[config.mk]
export PLATFORM = sky130hd
export DESIGN_NAME = imm_gen_buf_flat
export DESIGN_NICKNAME = d
export VERILOG_FILES = /design/src/rtl/imm_gen_buf_if.sv /design/src/rtl/imm_gen_buf.sv /design/src/flat_wrapper.sv
export SDC_FILE = /design/constraint.sdc
export NUM_CORES = 1
export LEC_CHECK = 0
export ABC_CLOCK_PERIOD_IN_PS = 2550
export CAP_MARGIN = 20
export CORE_MARGIN = 5
export CORE_UTILIZATION = 45
export DETAILED_ROUTE_END_ITERATION = 16
export PLACE_DENSITY = 0.7
export SKIP_LAST_GASP = 1
export SLEW_MARGIN = 20
export SYNTH_ARGS = -nofsm -noshare
export SYNTH_HDL_FRONTEND = slang
export SYNTH_SLANG_ARGS = --single-unit
[constraint.sdc]
create_clock -name i_clk -period 2.55 [get_ports i_clk]
set_clock_uncertainty 0.2 [all_clocks]
set_input_delay 0.765 -clock i_clk [delete_from_list [all_inputs] [get_ports i_clk]]
set_output_delay 0.765 -clock i_clk [all_outputs]
set_load 0.1 [all_outputs]
[src/rtl/imm_gen_buf_if.sv]
// -----------------------------------------------------------------------------
// imm_gen_buf_if
// Handshake bundle between decode (push side), the buffered immediate
// generator and the EX-side consumer (pop side).
//
//   i_flush        : synchronous flush request into the buffer
//   i_valid_ID     : decode offers an immediate field
//   o_ready_ID     : buffer can accept (registered not-full)
//   i_imm_ID       : instruction bits [31:7]
//   i_imm_src_ID   : format select
//   o_valid_EX     : head entry valid
//   i_ready_EX     : consumer accepts the head entry
//   o_imm_ex_EX    : extended immediate at the head
//   o_illegal_EX   : head entry carried an illegal format select
//   o_count        : occupied entries
//
// Modports: slave = buffer view, master = upstream/downstream environment.
// -----------------------------------------------------------------------------
interface imm_gen_buf_if #(
  parameter int XLEN  = 32,
  parameter int DEPTH = 2
) ();
  logic                     i_flush;
  logic                     i_valid_ID;
  logic                     o_ready_ID;
  logic [24:0]              i_imm_ID;
  logic [2:0]               i_imm_src_ID;
  logic                     o_valid_EX;
  logic                     i_ready_EX;
  logic [XLEN-1:0]          o_imm_ex_EX;
  logic                     o_illegal_EX;
  logic [$clog2(DEPTH):0]   o_count;

  modport slave (
    input  i_flush,
    input  i_valid_ID,
    output o_ready_ID,
    input  i_imm_ID,
    input  i_imm_src_ID,
    output o_valid_EX,
    input  i_ready_EX,
    output o_imm_ex_EX,
    output o_illegal_EX,
    output o_count
  );

  modport master (
    output i_flush,
    output i_valid_ID,
    input  o_ready_ID,
    output i_imm_ID,
    output i_imm_src_ID,
    input  o_valid_EX,
    output i_ready_EX,
    input  o_imm_ex_EX,
    input  o_illegal_EX,
    input  o_count
  );
endinterface

[src/rtl/imm_gen_buf.sv]
// -----------------------------------------------------------------------------
// imm_gen_buf
// Buffered immediate generator for the ID stage. The 25-bit immediate field is
// extended to XLEN bits (plus an illegal-format flag) before it is stored in a
// small FIFO, so the EX-side consumer can stall without a combinational
// back-pressure path into decode.
//
// Ports:
//   i_clk    : clock, rising edge
//   i_rst_n  : asynchronous active-low reset
//   bus      : imm_gen_buf_if.slave (push/pop handshake, flush, count)
//
// Parameters: XLEN (32 or 64), DEPTH (power of two, >= 2).
//
// Optional feature macro: IMM_GEN_BUF_BYPASS_EN
//   When defined, an empty buffer forwards the freshly extended value straight
//   to the head outputs; if the consumer takes it in that cycle it is never
//   written. When undefined, head latency is always one cycle.
// -----------------------------------------------------------------------------
module imm_gen_buf #(
  parameter int XLEN  = 32,
  parameter int DEPTH = 2
) (
  input  logic          i_clk,
  input  logic          i_rst_n,
  imm_gen_buf_if.slave  bus
);

  localparam int PW = $clog2(DEPTH);
  localparam int CW = $clog2(DEPTH) + 1;
  localparam int EW = XLEN + 1;

  localparam logic [PW-1:0] PTR_ONE   = PW'(1);
  localparam logic [CW-1:0] CNT_ONE   = CW'(1);
  localparam logic [CW-1:0] CNT_ZERO  = CW'(0);
  localparam logic [CW-1:0] CNT_FULL  = CW'(DEPTH);

  // Entry layout: {illegal, immediate[XLEN-1:0]}.
  function automatic logic [EW-1:0] extend_imm(input logic [24:0] f,
                                               input logic [2:0]  src);
    logic [XLEN-1:0] imm;
    logic            ill;
    imm = '0;
    ill = 1'b0;
    case (src)
      3'b000: imm = XLEN'($signed(f[24:13]));
      3'b001: imm = XLEN'($signed({f[24:18], f[4:0]}));
      3'b010: imm = XLEN'($signed({f[24], f[0], f[23:18], f[4:1], 1'b0}));
      3'b011: imm = XLEN'($signed({f[24], f[12:5], f[13], f[23:14], 1'b0}));
      // U-type: field lands in bits 31:12, sign only matters for XLEN=64.
      3'b100: imm = XLEN'($signed({f[24:5], 12'h000}));
      3'b101: imm = XLEN'(f[12:8]);
      // Shift amount is 6 bits wide only on a 64-bit datapath.
      3'b110: begin
        if (XLEN == 64) begin
          imm = XLEN'(f[18:13]);
        end else begin
          imm = XLEN'(f[17:13]);
        end
      end
      3'b111: begin
        imm = '0;
        ill = 1'b1;
      end
      default: begin
        imm = '0;
        ill = 1'b1;
      end
    endcase
    return {ill, imm};
  endfunction

  logic [EW-1:0] mem_q [DEPTH];
  logic [PW-1:0] wr_ptr_q, wr_ptr_d;
  logic [PW-1:0] rd_ptr_q, rd_ptr_d;
  logic [CW-1:0] count_q, count_d;
  logic          valid_q, valid_d;
  logic          ready_q, ready_d;
  logic [EW-1:0] head_q, head_d;

  logic [EW-1:0] ext_s;
  logic          push_s;
  logic          pop_s;
  logic          wr_s;
  logic          mem_we_s;
  logic          byp_s;
  logic          byp_take_s;

  // Extension of the incoming field and handshake qualification.
  always_comb begin
    ext_s  = extend_imm(bus.i_imm_ID, bus.i_imm_src_ID);
    // ready_q is registered, so a pop while full cannot open the push path.
    push_s = bus.i_valid_ID & ready_q;
    pop_s  = valid_q & bus.i_ready_EX;
`ifdef IMM_GEN_BUF_BYPASS_EN
    byp_s      = (count_q == CNT_ZERO) & bus.i_valid_ID & ~bus.i_flush;
    byp_take_s = byp_s & bus.i_ready_EX;
`else
    byp_s      = 1'b0;
    byp_take_s = 1'b0;
`endif
    // An entry consumed through the bypass is never stored.
    wr_s     = push_s & ~byp_take_s;
    mem_we_s = wr_s & ~bus.i_flush;
  end

  // Next-state for pointers, occupancy and the registered head view.
  always_comb begin
    wr_ptr_d = wr_ptr_q;
    rd_ptr_d = rd_ptr_q;
    count_d  = count_q;
    head_d   = head_q;
    if (bus.i_flush) begin
      // Flush wins over any same-cycle push or pop; head data is left as-is.
      wr_ptr_d = '0;
      rd_ptr_d = '0;
      count_d  = CNT_ZERO;
      head_d   = head_q;
    end else begin
      if (wr_s) begin
        wr_ptr_d = wr_ptr_q + PTR_ONE;
      end else begin
        wr_ptr_d = wr_ptr_q;
      end
      if (pop_s) begin
        rd_ptr_d = rd_ptr_q + PTR_ONE;
      end else begin
        rd_ptr_d = rd_ptr_q;
      end
      case ({wr_s, pop_s})
        2'b10:   count_d = count_q + CNT_ONE;
        2'b01:   count_d = count_q - CNT_ONE;
        default: count_d = count_q;
      endcase
      // The new head is the entry written this cycle only when nothing older
      // remains; otherwise it is already in storage. Empty keeps the old value.
      if (count_d != CNT_ZERO) begin
        if (wr_s && (rd_ptr_d == wr_ptr_q)) begin
          head_d = ext_s;
        end else begin
          head_d = mem_q[rd_ptr_d];
        end
      end else begin
        head_d = head_q;
      end
    end
    valid_d = (count_d != CNT_ZERO);
    ready_d = (count_d != CNT_FULL);
  end

  // State registers and FIFO storage.
  always_ff @(posedge i_clk or negedge i_rst_n) begin
    if (!i_rst_n) begin
      for (int i = 0; i < DEPTH; i++) begin
        mem_q[i] <= '0;
      end
      wr_ptr_q <= '0;
      rd_ptr_q <= '0;
      count_q  <= CNT_ZERO;
      valid_q  <= 1'b0;
      ready_q  <= 1'b1;
      head_q   <= '0;
    end else begin
      if (mem_we_s) begin
        mem_q[wr_ptr_q] <= ext_s;
      end
      wr_ptr_q <= wr_ptr_d;
      rd_ptr_q <= rd_ptr_d;
      count_q  <= count_d;
      valid_q  <= valid_d;
      ready_q  <= ready_d;
      head_q   <= head_d;
    end
  end

  // Output drive; the bypass mux collapses to the registers when disabled.
  assign bus.o_ready_ID   = ready_q;
  assign bus.o_count      = count_q;
  assign bus.o_valid_EX   = byp_s | valid_q;
  assign bus.o_imm_ex_EX  = byp_s ? ext_s[XLEN-1:0] : head_q[XLEN-1:0];
  assign bus.o_illegal_EX = byp_s ? ext_s[XLEN]     : head_q[XLEN];

  imm_gen_buf_chk #(
    .DEPTH (DEPTH)
  ) u_chk (
    .i_clk   (i_clk),
    .i_rst_n (i_rst_n),
    .i_count (count_q),
    .i_valid (valid_q),
    .i_ready (ready_q)
  );

endmodule

// -----------------------------------------------------------------------------
// imm_gen_buf_chk
// Occupancy invariants of the buffer: count bounded by DEPTH, registered
// valid/ready consistent with the count.
// Ports: i_clk, i_rst_n, i_count, i_valid, i_ready (all inputs).
// -----------------------------------------------------------------------------
module imm_gen_buf_chk #(
  parameter int DEPTH = 2
) (
  input logic                   i_clk,
  input logic                   i_rst_n,
  input logic [$clog2(DEPTH):0] i_count,
  input logic                   i_valid,
  input logic                   i_ready
);
  localparam logic [$clog2(DEPTH):0] CNT_FULL = ($clog2(DEPTH)+1)'(DEPTH);

  a_count_bound: assert property (@(posedge i_clk) disable iff (!i_rst_n)
    i_count <= CNT_FULL)
    else $error("imm_gen_buf: count above depth");

  a_valid_count: assert property (@(posedge i_clk) disable iff (!i_rst_n)
    i_valid == (i_count != '0))
    else $error("imm_gen_buf: valid inconsistent with count");

  a_ready_count: assert property (@(posedge i_clk) disable iff (!i_rst_n)
    i_ready == (i_count != CNT_FULL))
    else $error("imm_gen_buf: ready inconsistent with count");
endmodule

[src/flat_wrapper.sv]
// flat-port wrapper written by rule: the top's interface ports become plain ports
module imm_gen_buf_flat 
#(
  parameter int XLEN  = 32,
  parameter int DEPTH = 2
)
  (i_clk, i_rst_n, bus_i_flush, bus_i_valid_ID, bus_o_ready_ID, bus_i_imm_ID, bus_i_imm_src_ID, bus_o_valid_EX, bus_i_ready_EX, bus_o_imm_ex_EX, bus_o_illegal_EX, bus_o_count);
  imm_gen_buf_if #(.XLEN(XLEN), .DEPTH(DEPTH)) bus_i ();
  input  logic i_clk;
  input  logic i_rst_n;
  input wire logic [$bits(bus_i.i_flush)-1:0] bus_i_flush;
  input wire logic [$bits(bus_i.i_valid_ID)-1:0] bus_i_valid_ID;
  output wire logic [$bits(bus_i.o_ready_ID)-1:0] bus_o_ready_ID;
  input wire logic [$bits(bus_i.i_imm_ID)-1:0] bus_i_imm_ID;
  input wire logic [$bits(bus_i.i_imm_src_ID)-1:0] bus_i_imm_src_ID;
  output wire logic [$bits(bus_i.o_valid_EX)-1:0] bus_o_valid_EX;
  input wire logic [$bits(bus_i.i_ready_EX)-1:0] bus_i_ready_EX;
  output wire logic [$bits(bus_i.o_imm_ex_EX)-1:0] bus_o_imm_ex_EX;
  output wire logic [$bits(bus_i.o_illegal_EX)-1:0] bus_o_illegal_EX;
  output wire logic [$bits(bus_i.o_count)-1:0] bus_o_count;
  assign bus_i.i_flush = bus_i_flush;
  assign bus_i.i_valid_ID = bus_i_valid_ID;
  assign bus_o_ready_ID = bus_i.o_ready_ID;
  assign bus_i.i_imm_ID = bus_i_imm_ID;
  assign bus_i.i_imm_src_ID = bus_i_imm_src_ID;
  assign bus_o_valid_EX = bus_i.o_valid_EX;
  assign bus_i.i_ready_EX = bus_i_ready_EX;
  assign bus_o_imm_ex_EX = bus_i.o_imm_ex_EX;
  assign bus_o_illegal_EX = bus_i.o_illegal_EX;
  assign bus_o_count = bus_i.o_count;
  imm_gen_buf #(.XLEN(XLEN), .DEPTH(DEPTH)) u_core (.i_clk(i_clk), .i_rst_n(i_rst_n), .bus(bus_i));
endmodule
**After elaboration in Yosys (flattened, before gate mapping)**

Index checks and enable logic that the tools add are counted.

- Logic and storage cells: 56
- Output and inout port bits: 37
- Input port bits: 33
- Register bits: 105

- Muxes and demuxes: 17
- Add/sub/neg operators: 4
- $lt $le $gt $ge: 3
- Bitwise logic cells: 6
- Reduce and logical (&&, ||, !) cells: 7
- Equality and inequality tests: 11

Operator list:

| kind | number |
|---|---|
| 32-bit case mux with 8 select lines | 1 |
| 33-bit two-way mux | 5 |
| 66-bit bitwise mux | 1 |
| 33-bit demux with 1-bit select | 1 |
| 3-bit == test, second input constant | 4 |
| 3-bit by 2-bit == test with 1-bit output, second input constant | 2 |
| 1-bit two-way mux | 6 |
| 2-bit nonzero test | 3 |
| 2-bit >= comparator, second input constant | 2 |
| 2-bit two-way mux | 2 |
| 1-bit NOT with 2-bit output | 2 |
| 2-bit case mux with 2 select lines | 1 |
| 1-bit AND | 3 |
| 3-bit by 1-bit == test with 1-bit output, second input constant | 1 |
| 3-bit logical NOT | 1 |
| 1-bit adder, second input constant | 2 |
| 2-bit by 1-bit adder with 2-bit output, second input constant | 1 |
| 2-bit by 1-bit == test with 1-bit output, second input constant | 1 |
| 2-bit == test, second input constant | 1 |
| 1-bit logical AND | 2 |
| 2-bit by 1-bit < comparator with 1-bit output, second input constant | 1 |
| 2-bit != test, second input constant | 1 |
| 2-bit AND reduction | 1 |
| 2-bit by 1-bit subtractor with 2-bit output, second input constant | 1 |
| other kinds (2) | 2 |

**Logic depth before layout (Yosys ltp)**

Gate-level depths: netlist (run 1).

- Word-level depth: 8
- Mapped depth: 10
- Depth with buffers taken out: 8

**Worst setup path before layout (run 1)**

Ideal clock, no wire load.

- Path kind: register to register
- Start: register u_core.ready_q, in the netlist u_core.bus.o_ready_ID
- End: register u_core.head_q[1]
- Path slack: -0.370 ns
- Clock period less this slack: 2.920 ns
- Data arrival time: 2.593 ns
- Path buffers: 3
- Required time: 2.223 ns
- Setup time: 0.127 ns
- Cell stages (with the launch flop): 11
- Cell sequence: dfstp_2 -> and2_1 -> buf_2 -> inv_2 -> ha_1 -> nor3b_1 -> a211o_1 -> buf_2 -> clkbuf_1 -> nand2_1 -> o31ai_2

- Word-level cells in the longest chain between the ends: 6
- Elaborated cells on any way between the ends: 9
- Those cells by class: eq/ne: 2; mux: 3; bitwise: 1; reduce/logical: 3

Ends and longest elaborated chain:

| item | line | text |
|---|---|---|
| start, declared | imm_gen_buf.sv:78 | `logic ready_q, ready_d;` |
| start signal, assigned | imm_gen_buf.sv:171 | `ready_q <= ready_d;` |
| 1-bit AND * | imm_gen_buf.sv:93 | `push_s = bus.i_valid_ID & ready_q;` |
| 2-bit by 1-bit == test with 1-bit output / 2-bit == test (equally long branches) | imm_gen_buf.sv:130 | `case ({wr_s, pop_s})` |
| 2-bit case mux with 2 select lines | imm_gen_buf.sv:130 |  |
| 2-bit two-way mux | imm_gen_buf.sv:113 | `if (bus.i_flush) begin` |
| 2-bit nonzero test | imm_gen_buf.sv:137 | `if (count_d != CNT_ZERO) begin` |
| 2-bit AND reduction (no line) | -- |  |
| end signal, assigned | imm_gen_buf.sv:162 | `head_q <= '0;` |
| end signal, assigned | imm_gen_buf.sv:172 | `head_q <= head_d;` |
| end, declared | imm_gen_buf.sv:79 | `logic [EW-1:0] head_q, head_d;` |

Mark *: on every way between the ends. The rest lies on a longest branch, timed or not. The select of a mux whose other input is x is not followed.
A chain may end at the register's enable or synchronous reset.

**Final worst setup path (run 1)**

- Start: input bus_i_imm_src_ID[0]
- End: register u_core.head_q[24]

- Word-level cells in the longest chain between the ends: 3
- Elaborated cells on any way between the ends: 10
- Those cells by class: eq/ne: 7; mux: 2; reduce/logical: 1

Ends and longest elaborated chain:

| item | line | text |
|---|---|---|
| start, declared | flat_wrapper.sv:15 | `input wire logic [$bits(bus_i.i_imm_src_ID)-1:0] bus_i_imm_src_ID;` |
| 3-bit == test, or another cell as far along | imm_gen_buf.sv:45 | `case (src)` |
| 32-bit case mux with 8 select lines * | imm_gen_buf.sv:45 |  |
| 33-bit two-way mux * | imm_gen_buf.sv:138 | `if (wr_s && (rd_ptr_d == wr_ptr_q)) begin` |

Mark *: on every way between the ends. The rest lies on a longest branch, timed or not.

==> summary.txt, run 1 <==
Largest net degree at the start of global routing -> 67
Rel. slew slack -> 58.7%
Post-Synth Adder-Cell Area -> 0.232%
Syn avg cell area -> 9.44 µm²
Synth-to-layout area growth -> 38.6%
DIE AREA -> 14300 µm²
WP data required -> 2.61 ns
First-pass detailed-route iteration total -> 5
Commonest non-fill, non-tap cell in the layout -> dfrtp_1
Drt initial violations -> 513
IO Count -> 70
Final #Nets -> 714
Total overflow reported by the global router -> 0
CTS tree -> built
RSZ-0062 raised after global routing -> yes
WL final -> 16000 µm
Setup crit end kind -> flop
# H-tree levels -> 3
Number of flops mapped to enable cells by yosys -> 0
GP Congestion -> 0.800
Port Buf Inserts -> 69
Max Clk Rate -> 400 MHz
Max Slew Vio Count -> 0
DP HPWL -> 9630 µm
CP arrival -> 2.56 ns
Top post-synthesis cells by area -> dfrtp_1 (48%), nand2_1 (7.8%), and3_1 (7.3%)
Finished Core Util -> 63.0%
Fin Hold WS -> 0.230 ns
Antenna violations before repair -> 0
Die Height -> 119 µm
PwrDens -> 1150 nW/µm²
Top-area cell type share of the netlist area -> 48.3%
Critical Path Source Type -> input pin
Final Hold Vio Count -> 0
Layout cells sized above 1 -> 29.3%
Syn Inst Count -> 571
CTS Buffer Depth -> 2
Synth async-reset ratio -> 100%
CTS hold repair buffers -> 0
Xor-xnor portion of the synthesized cell area -> 1.35%
Compound-Gate Fraction of Synth Area -> 19.9%
Crit path max fanout -> 20
Main combinational cell family by area after synthesis -> simple AND/OR/NAND/NOR gates
Worst-skew pair later-pin latency -> 0.35 ns
Antenna Diode Count -> 0
DR WL/cell -> 19.2 µm
Final worst path period share -> 98.0%
P_leak -> 3.49 nW
Via density -> 5.94
Netlist cell types -> 47
# setup viols final -> 0
Row count -> 40
Synth area leader -> dfrtp_1
CTS buffer count -> 9
Final setup TNS -> 0 ns
Crit path buf inv count -> 4
Crit-path cells -> clkdlybuf4s50_1, buf_12, buf_4, nor3b_4, clkbuf_4, a21oi_1, and3_1, o31ai_2
Most frequent cells in the layout -> dfrtp_1 (103), buf_4 (99), nand2_1 (98)
Sink Count -> 105
Mapped Area -> 5390 µm²
Setup Crit Path Kind -> in -> reg
Core area -> 11900 µm²
Clock root cell -> clkbuf_16
Total global-route track usage -> 20.9%
Vias in the first global route -> 4722
Clock slew at reported path FFs -> 0.08 ns
Multiplexer share of the synthesized area -> 3.55%
Hold crit path type -> in -> async
Largest stage delay, worst path -> 0.48 ns
Yosys reg bits -> 105
Worst Tran Pin Value -> 0.619 ns
DP Area -> 6680 µm²
Sequential area share after synthesis -> 48.8%
Crit path max-delay family -> buffers and inverters
Total power draw -> 8.57 mW
Max cap viols -> 0
Simple-gate portion of the synthesized area -> 21.6%
Starting Density -> 45.5%
Mapped Nets -> 605
Die Width -> 119 µm
Final instance area -> 7470 µm²
Post-synth top flop -> dfrtp_1
Post-route antenna net violation count -> 0
Minimum clock period -> 2.50 ns
Ys Warns -> 0
DRC errors left -> 0
Global-route wire length before repair -> 24500 µm
Status -> finished, final reports clean
Peak VDD IR -> 0.516 mV
Via count -> 4942
Slowest-stage cell, CP -> clkdlybuf4s50_1
sequential cells by signal, indices dropped and copies added (netlist names):
| signal | cells |
|---|---|
| u_core.head_q | 33 |
| u_core.wr_ptr_q | 1 |
| u_core.rd_ptr_q | 1 |
| u_core.mem_q | 66 |
| u_core.bus.o_count | 2 |
| u_core.bus.o_ready_ID | 1 |
| u_core.bus.o_valid_EX | 1 |
power breakdown:
| group | total, mW | internal [mW] | switching (mW) |
|---|---|---|---|
| clock | 1.34 | 0.680 | 0.658 |
| combinational | 4.56 | 1.39 | 3.17 |
| sequential | 2.67 | 2.26 | 0.415 |
cells by family after synthesis:
kind of cell,after synthesis
AO/OA/AOI/OAI,163
XOR/XNOR,5
adder cells (fa/ha/maj),1
buffers and inverters,59
flip-flops,105
multiplexers,14
AND/OR/NAND/NOR,224
routing by layer:
layer | vias up | track usage, % | part of all wire, %
met3 | 23 | 2.61 | 5.9
met5 | - | 0 | 0
met1 | 2424 | 29.7 | 43
met4 | 0 | 5.87 | 1.4
li1 | 2302 | - | -
met2 | 193 | 33.9 | 50
per-stage QoR:
step | std cells | setup WS [ns]
floorplan | 571 | -0.00145
global placement | 805 | -0.300
detailed placement | 805 | -0.385
CTS | 821 | -0.00994
global route | 832 | -0.0277
finish | 832 | 0.0504
worst paths after layout:
check / slack [ns] / from / cells after the start / endpoint
worst max-delay path: 0.05 / bus_i_imm_src_ID[0] / 8 / u_core.head_q[24]$_DFFE_PN0P_
worst min-delay path: 0.23 / i_rst_n / 1 / u_core.head_q[9]$_DFFE_PN0P_
worst max register to register: 0.24 / u_core.bus.o_ready_ID$_DFF_PN1_ / 7 / u_core.head_q[24]$_DFFE_PN0P_
worst min register to register: 0.28 / u_core.mem_q[49]$_DFFE_PN0P_ / 2 / u_core.mem_q[49]$_DFFE_PN0P_
max in group asynchronous: 1.32 / i_rst_n / 2 / u_core.head_q[4]$_DFFE_PN0P_
min in group i_clk: 0.28 / u_core.mem_q[49]$_DFFE_PN0P_ / 2 / u_core.mem_q[49]$_DFFE_PN0P_
synthesized netlist by cell type (all sizes together) (2+ instances only):
| cell | instances |
|---|---|
| nor2 | 6 |
| nor2b | 4 |
| nand2 | 112 |
| and4b | 7 |
| and3 | 63 |
| nor4bb | 5 |
| a31o | 3 |
| nand3b | 2 |
| a21boi | 3 |
| mux4 | 4 |
| nor4 | 5 |
| and2 | 2 |
| clkbuf | 39 |
| buf | 17 |
| or3 | 2 |
| inv | 2 |
| a21oi | 13 |
| nand2b | 9 |
| nor3b | 4 |
| o221ai | 3 |
| a221oi | 30 |
| a211o | 2 |
| mux2i | 9 |
| o31ai | 30 |
| xnor2 | 2 |
| o21ai | 74 |
| o22ai | 3 |
| dfrtp | 104 |
timing repair:
item | CTS | global route
gates cloned | 0 | 9
pin swaps | 0 | 10
setup endpoints to repair | 9 | 33
resized for setup | 4 | 73
setup buffers | 0 | 2
cell type report:
class / count / area (µm²)
Inverter: 3 / 16.3
Fill cell: 924 / 4390
Multi-Input combinational cell: 408 / 2850
Clock buffer: 9 / 225
Sequential cell: 105 / 2630
Timing Repair Buffer: 153 / 1500
Clock inverter: 7 / 62.6
Tap cell: 147 / 184
Power figures use the tool's default switching activity.
==> inputs of run 2 (changes only) <==
- SLEW_MARGIN: 20 -> 0
==> results of run 2 <==
No change in the layout: final DEF, timing and power equal those of run 1.
